$ cat config.mk
export PLATFORM = sky130hd
export DESIGN_NAME = gf_mul_const_133_148_16_flat
export DESIGN_NICKNAME = d
export VERILOG_FILES = /design/src/rtl/gf_mul_const_133_148_16_if.sv /design/src/rtl/gf_mul_const_133_148_16.sv /design/src/flat_wrapper.sv
export SDC_FILE = /design/constraint.sdc
export NUM_CORES = 1
export LEC_CHECK = 0
export BUFFER_PORTS_ARGS = -buffer_cell sky130_fd_sc_hd__buf_2
export CAP_MARGIN = 20
export CORE_ASPECT_RATIO = 1.2
export CORE_UTILIZATION = 30
export CTS_BUF_LIST = sky130_fd_sc_hd__clkbuf_2 sky130_fd_sc_hd__clkbuf_4 sky130_fd_sc_hd__clkbuf_8
export CTS_CLUSTER_DIAMETER = 30
export DETAILED_ROUTE_END_ITERATION = 6
export PLACE_DENSITY = 0.53
export SKIP_CTS_REPAIR_TIMING = 1
export SLEW_MARGIN = 25
export SYNTH_ARGS = -nofsm -noshare
export SYNTH_HDL_FRONTEND = slang
export SYNTH_SLANG_ARGS = --single-unit
$ cat constraint.sdc
create_clock -name clk -period 0.8 [get_ports clk]
set_input_delay 0.16 -clock clk [delete_from_list [all_inputs] [get_ports clk]]
set_output_delay 0.16 -clock clk [all_outputs]
set_load 0.005 [all_outputs]
$ cat src/rtl/gf_mul_const_133_148_16_if.sv
// Byte-lane bus for the Kuznyechik constant multiplier.
// xor_out exists only when GF_MUL_XOR_OUT_EN is defined.
interface gf_mul_const_133_148_16_if;
    logic       in_valid;
    logic [7:0] in_byte;
    logic       out_valid;
    logic [7:0] mul_133;
    logic [7:0] mul_148;
    logic [7:0] mul_16;
`ifdef GF_MUL_XOR_OUT_EN
    logic [7:0] xor_out;
`endif

    modport master (
        output in_valid,
        output in_byte,
        input  out_valid,
        input  mul_133,
        input  mul_148,
        input  mul_16
`ifdef GF_MUL_XOR_OUT_EN
        , input xor_out
`endif
    );

    modport slave (
        input  in_valid,
        input  in_byte,
        output out_valid,
        output mul_133,
        output mul_148,
        output mul_16
`ifdef GF_MUL_XOR_OUT_EN
        , output xor_out
`endif
    );
endinterface

$ cat src/rtl/gf_mul_const_133_148_16.sv
// GF(2^8) multiply of one byte by 0x85, 0x94 and 0x10 for the Kuznyechik L-transform.
// Optional xor_out of the three products is enabled by defining GF_MUL_XOR_OUT_EN.
module gf_mul_const_133_148_16 #(
    parameter logic [8:0] POLY    = 9'h1C3,
    parameter bit         REG_OUT = 1'b1
) (
    input  logic                         clk,
    input  logic                         rst_n,
    gf_mul_const_133_148_16_if.slave     bus
);

    function automatic logic [7:0] xtime(input logic [7:0] b);
        xtime = {b[6:0], 1'b0} ^ (b[7] ? POLY[7:0] : 8'h00);
    endfunction

    logic [7:0] x1_s, x2_s, x3_s, x4_s, x5_s, x6_s, x7_s;
    logic [7:0] mul_133_d, mul_148_d, mul_16_d;

    // Power-of-x chain shared by all three constant products.
    always_comb begin
        x1_s      = xtime(bus.in_byte);
        x2_s      = xtime(x1_s);
        x3_s      = xtime(x2_s);
        x4_s      = xtime(x3_s);
        x5_s      = xtime(x4_s);
        x6_s      = xtime(x5_s);
        x7_s      = xtime(x6_s);
        mul_133_d = x7_s ^ x2_s ^ bus.in_byte;
        mul_148_d = x7_s ^ x4_s ^ x2_s;
        mul_16_d  = x4_s;
    end

    if (REG_OUT) begin : g_reg
        logic       out_valid_q;
        logic [7:0] mul_133_q, mul_148_q, mul_16_q;
`ifdef GF_MUL_XOR_OUT_EN
        logic [7:0] xor_out_q;
`endif

        // Capture products on valid bytes; hold otherwise so idle inputs never leak through.
        always_ff @(posedge clk or negedge rst_n) begin
            if (!rst_n) begin
                out_valid_q <= 1'b0;
                mul_133_q   <= 8'h00;
                mul_148_q   <= 8'h00;
                mul_16_q    <= 8'h00;
`ifdef GF_MUL_XOR_OUT_EN
                xor_out_q   <= 8'h00;
`endif
            end else begin
                out_valid_q <= bus.in_valid;
                if (bus.in_valid) begin
                    mul_133_q <= mul_133_d;
                    mul_148_q <= mul_148_d;
                    mul_16_q  <= mul_16_d;
`ifdef GF_MUL_XOR_OUT_EN
                    xor_out_q <= mul_133_d ^ mul_148_d ^ mul_16_d;
`endif
                end else begin
                    mul_133_q <= mul_133_q;
                    mul_148_q <= mul_148_q;
                    mul_16_q  <= mul_16_q;
`ifdef GF_MUL_XOR_OUT_EN
                    xor_out_q <= xor_out_q;
`endif
                end
            end
        end

        assign bus.out_valid = out_valid_q;
        assign bus.mul_133   = mul_133_q;
        assign bus.mul_148   = mul_148_q;
        assign bus.mul_16    = mul_16_q;
`ifdef GF_MUL_XOR_OUT_EN
        assign bus.xor_out   = xor_out_q;
`endif
    end else begin : g_comb
        // Pure combinational lane: clock and reset play no part here.
        assign bus.out_valid = bus.in_valid;
        assign bus.mul_133   = mul_133_d;
        assign bus.mul_148   = mul_148_d;
        assign bus.mul_16    = mul_16_d;
`ifdef GF_MUL_XOR_OUT_EN
        assign bus.xor_out   = mul_133_d ^ mul_148_d ^ mul_16_d;
`endif
    end

endmodule

$ cat src/flat_wrapper.sv
// flat-port wrapper written by rule: the top's interface ports become plain ports
module gf_mul_const_133_148_16_flat 
#(
    parameter logic [8:0] POLY    = 9'h1C3,
    parameter bit         REG_OUT = 1'b1
)
  (clk, rst_n, bus_in_valid, bus_in_byte, bus_out_valid, bus_mul_133, bus_mul_148, bus_mul_16);
  gf_mul_const_133_148_16_if bus_i ();
  input  logic clk;
  input  logic rst_n;
  input wire logic [$bits(bus_i.in_valid)-1:0] bus_in_valid;
  input wire logic [$bits(bus_i.in_byte)-1:0] bus_in_byte;
  output wire logic [$bits(bus_i.out_valid)-1:0] bus_out_valid;
  output wire logic [$bits(bus_i.mul_133)-1:0] bus_mul_133;
  output wire logic [$bits(bus_i.mul_148)-1:0] bus_mul_148;
  output wire logic [$bits(bus_i.mul_16)-1:0] bus_mul_16;
  assign bus_i.in_valid = bus_in_valid;
  assign bus_i.in_byte = bus_in_byte;
  assign bus_out_valid = bus_i.out_valid;
  assign bus_mul_133 = bus_i.mul_133;
  assign bus_mul_148 = bus_i.mul_148;
  assign bus_mul_16 = bus_i.mul_16;
  gf_mul_const_133_148_16 #(.POLY(POLY), .REG_OUT(REG_OUT)) u_core (.clk(clk), .rst_n(rst_n), .bus(bus_i));
endmodule
==> results.md <==
- The die boundary width is 61.51 µm.
- In this run, synthesis inferred 0 flip-flops with an integrated enable.
- The final estimated routing congestion in global placement is 0.7229.
- In the synthesized netlist, the cells that appear most often are sky130_fd_sc_hd__dfrtp_1, sky130_fd_sc_hd__xnor2_1, sky130_fd_sc_hd__a21oi_1, sky130_fd_sc_hd__nor2_1, sky130_fd_sc_hd__mux2_2.
- The clock reaches the later pin of the worst-skew pair after 0.26 ns.
- The endpoint identified for the worst register-to-register timing path is u_core.bus.mul_133[4]$_DFFE_PN0P_.
- The worst setup path is captured at an output pin.
- The tree is rooted in a sky130_fd_sc_hd__clkbuf_8.
- The terminating pin of the worst hold path is u_core.bus.out_valid$_DFF_PN0_.
- The placed standard-cell area is 1774 µm².
- The tool flagged a number of max-cap violations equal to 0.
- The critical path launch point type is a register.
- For this block, the routed nets add up to 2812 µm of wire.
- The Yosys step of the flow raised 0 warnings.
- The top-level port count is 36.
- The number of clock buffers inserted by TritonCTS is 3.
- The post-route clock period utilization is 1.190.
- For this run, the top clock speed supported by timing is 1050 MHz.
- The routed layout has 944 vias.
- The count of placed standard cells in the final layout, fillers left out is 227.
- The analysis attributes to cell leakage a power of 1.019 nW.
- The clock tree from TritonCTS is done.
- The area fraction of the dominant cell type after synthesis is 0.4907.
- The ratio of total power to cell area is 1805 nW/µm².
- After the last flow step, the layout net total stands at 185.
- The worst-case clock skew is 0 ns.
- The total buffers and inverters traversed by the critical path is 1.
- The slowest stage cell on the critical path is sky130_fd_sc_hd__dfrtp_1.
- The count of nets left with antenna violations once routing finished came out at 0.
- Setup repair after global routing could not meet its margin everywhere.
- For the final routed database, the setup TNS stands at -3.700 ns.
- The cell count after placement is 204.
- Measured in cells, the most critical reg-to-reg path has a length of 2.
- The cell count after synthesis came out at 102.
- For this configuration, the core starts out at a cell density of 0.3184.
- The final-report setup violation count is 34.
- The routed wire length per instance is 12.39 µm.
- The type of the worst setup path is reg2out.
- The cell with the most instances after synthesis is sky130_fd_sc_hd__dfrtp_1.
- In this run, synthesis produced a sequential element count of 25.
- For this run, the slowest stage of the critical path takes 0.40 ns.
- By area the synthesized netlist is led by sky130_fd_sc_hd__dfrtp_1, sky130_fd_sc_hd__xnor2_1, sky130_fd_sc_hd__mux2_2, sky130_fd_sc_hd__xor3_1, sky130_fd_sc_hd__xnor2_2.
- The worst slack after detailed placement is -0.5030 ns.
- The checks that failed: setup timing.
- In this run the number of H-tree levels came out at 1.
- For this run, asynchronously set or reset flops after synthesis account for 1.000.
- The smallest clock period supported by the final layout is computed as 0.9520 ns.
- The netlist area before placement is 1275 µm².
- The number of antenna violations at the first check in global routing is 0.
- CTS saw 25 sinks.
- For the worst setup path, the data arrival time is 0.79 ns.
- The hold path startpoint is bus_in_valid.
- The global routing usage summed across all routing layers is 0.1263.
- Clock-pin slew was measured on the worst setup and hold paths at 0.09 ns.
- The die area is 4516 µm².
- The number of cells on the worst hold path is 2.
- The first global-routing pass estimated 4167 µm of wire.
- IR analysis of the VDD net gives a maximum drop of 0.0008449 V.
- On the critical path the largest part of the delay comes from flip-flops.
- The portion of the post-synthesis area used by sequential elements is 0.4907.
- The sum of net half-perimeters after detailed placement is 2038 µm.
- The slew at the pin closest to its max-slew limit is 0.2148 ns.
- Dividing the detail-routed via count by the number of cells gives 4.159.
- The required time reported for the critical path endpoint is 0.64 ns.
- After routing the design area is 2153 µm².
- The most used flip-flop cell after synthesis is sky130_fd_sc_hd__dfrtp_1.
- The antenna diode count is 0.
- In the final layout, the share of cells above drive strength 1 is 0.6127.
- The biggest area contributor in the post-synthesis netlist is sky130_fd_sc_hd__dfrtp_1.
- The placement row count is 25.
- The first detailed-routing pass took 4 iterations.
- The startpoint identified for the worst register-to-register timing path is u_core.bus.mul_133[4]$_DFFE_PN0P_.
- In this run the worst path has a maximum fanout of 2.
- The detailed-route DRC error count is 0.
- The final worst-path setup slack is -0.1520 ns.
- The synthesized area divided by synthesized cell count is 12.50 µm².
- The flow ran to the end, but the final reports show violations.
- After global routing the overflow that remains totals 0.
- The setup check on the worst reg-to-reg path leaves a slack of -0.08 ns.
- Headroom to the max-slew limit came out at 0.8568.
- The critical path goes through buf_2.
- The number of buffers inserted by port buffering is 35.
- The vertical die dimension is 73.42 µm.
- The core region is 4004 µm².
- The synthesized net count is 113.
- Entering global routing, the biggest net connects 26 pins.
- The growth of design area from synthesis to finish is 68.89%.
- The netlist uses 16 different library cells.
- The detailed router finished its first iteration with 21 violations.
- The max-slew violation count was 0.
- The number of global-route vias before repair came to 898.
- The maximum count of clock buffers along a single path is 2.
- The min-delay analysis places its worst path in the category in2reg.
- The number of hold violations in the final report is 0.
==> final cells by class <==
type                    instances  area (µm²)
clock buffers                   4       48.80
fillers                       377        1851
inverters                       1       3.754
multi-input cells              66       777.0
flip-flops and latches         25       625.6
well taps                      54       67.56
repair buffers                 77       630.6
==> cell usage in the layout, fill, tap and decap left out <==
cell / synthesis / final
sky130_fd_sc_hd__clkbuf_4: 0 / 1
sky130_fd_sc_hd__mux2_4: 1 / 6
sky130_fd_sc_hd__buf_8: 0 / 2
sky130_fd_sc_hd__xor2_1: 2 / 2
sky130_fd_sc_hd__a21oi_2: 0 / 1
sky130_fd_sc_hd__mux2i_1: 1 / 1
sky130_fd_sc_hd__inv_1: 1 / 1
sky130_fd_sc_hd__dfrtp_1: 25 / 25
sky130_fd_sc_hd__a21oi_1: 12 / 11
sky130_fd_sc_hd__buf_4: 2 / 32
sky130_fd_sc_hd__buf_2: 4 / 28
sky130_fd_sc_hd__xnor3_1: 1 / 1
sky130_fd_sc_hd__nor2_2: 0 / 1
sky130_fd_sc_hd__buf_12: 0 / 6
sky130_fd_sc_hd__mux2_2: 10 / 5
sky130_fd_sc_hd__xor3_1: 3 / 3
sky130_fd_sc_hd__nor2_1: 12 / 11
sky130_fd_sc_hd__dlygate4sd3_1: 0 / 1
sky130_fd_sc_hd__xnor2_1: 20 / 11
sky130_fd_sc_hd__xnor2_4: 0 / 8
sky130_fd_sc_hd__clkbuf_8: 0 / 3
sky130_fd_sc_hd__buf_6: 0 / 8
sky130_fd_sc_hd__xnor2_2: 4 / 5
==> stage by stage <==
stage               hold WS (ns)  utilization  total power [mW]
floorplan                -0.1356            -             2.324
global placement          0.1092       0.4431             2.778
detailed placement        0.1172       0.4431             2.802
CTS                      -0.1734       0.4553             3.591
global route              0.2072       0.5378             4.110
finish                    0.2134       0.5378             3.888
==> where the power goes <==
part / leakage (nW) / switching, mW / internal (mW)
combinational: 0.708 / 0.541 / 0.972
clock: 0.0262 / 0.384 / 0.389
sequential: 0.286 / 0.111 / 1.49
total: 1.02 / 1.04 / 2.85
==> flip-flops by register name, indices dropped and copies added (netlist names) <==
name and cells:
u_core.bus.mul_133 8, u_core.bus.mul_16 8, u_core.bus.mul_148 8, u_core.bus.out_valid 1
==> routing by layer <==
metal	track usage	routed length (µm)	up-vias
met5	0	0	-
met4	0.05185	34	0
met3	0.01056	69	2
met2	0.2234	1525	17
met1	0.1538	1182	453
li1	-	-	472
==> cell families after synthesis <==
group,count (synthesis),synth area share
buffers and inverters,11,0.04317
xor gates and xnor gates,30,0.2758
muxes,12,0.1079
AOI/OAI and AO/OA,12,0.04711
and+or+nand+nor,12,0.03533
DFF,25,0.4907
==> worst max path at each step <==
| stage | start | endpoint | slack, ns | depth (start not counted) |
|---|---|---|---|---|
| 2_1_floorplan | bus_in_byte[1] | u_core.bus.mul_148[7]$_DFFE_PN0P_ | -0.37 | 4 |
| 3_3_place_gp | bus_in_byte[5] | u_core.bus.mul_148[7]$_DFFE_PN0P_ | -0.49 | 4 |
| 3_5_place_dp | bus_in_byte[5] | u_core.bus.mul_148[7]$_DFFE_PN0P_ | -0.50 | 4 |
| 4_1_cts | bus_in_byte[5] | u_core.bus.mul_148[7]$_DFFE_PN0P_ | -0.23 | 4 |
| 5_1_grt | u_core.bus.mul_133[7]$_DFFE_PN0P_ | bus_mul_133[7] | -0.18 | 1 |
| 6_report | u_core.bus.mul_133[2]$_DFFE_PN0P_ | bus_mul_133[2] | -0.15 | 1 |
Note: power is estimated with default switching activity, not from simulation.
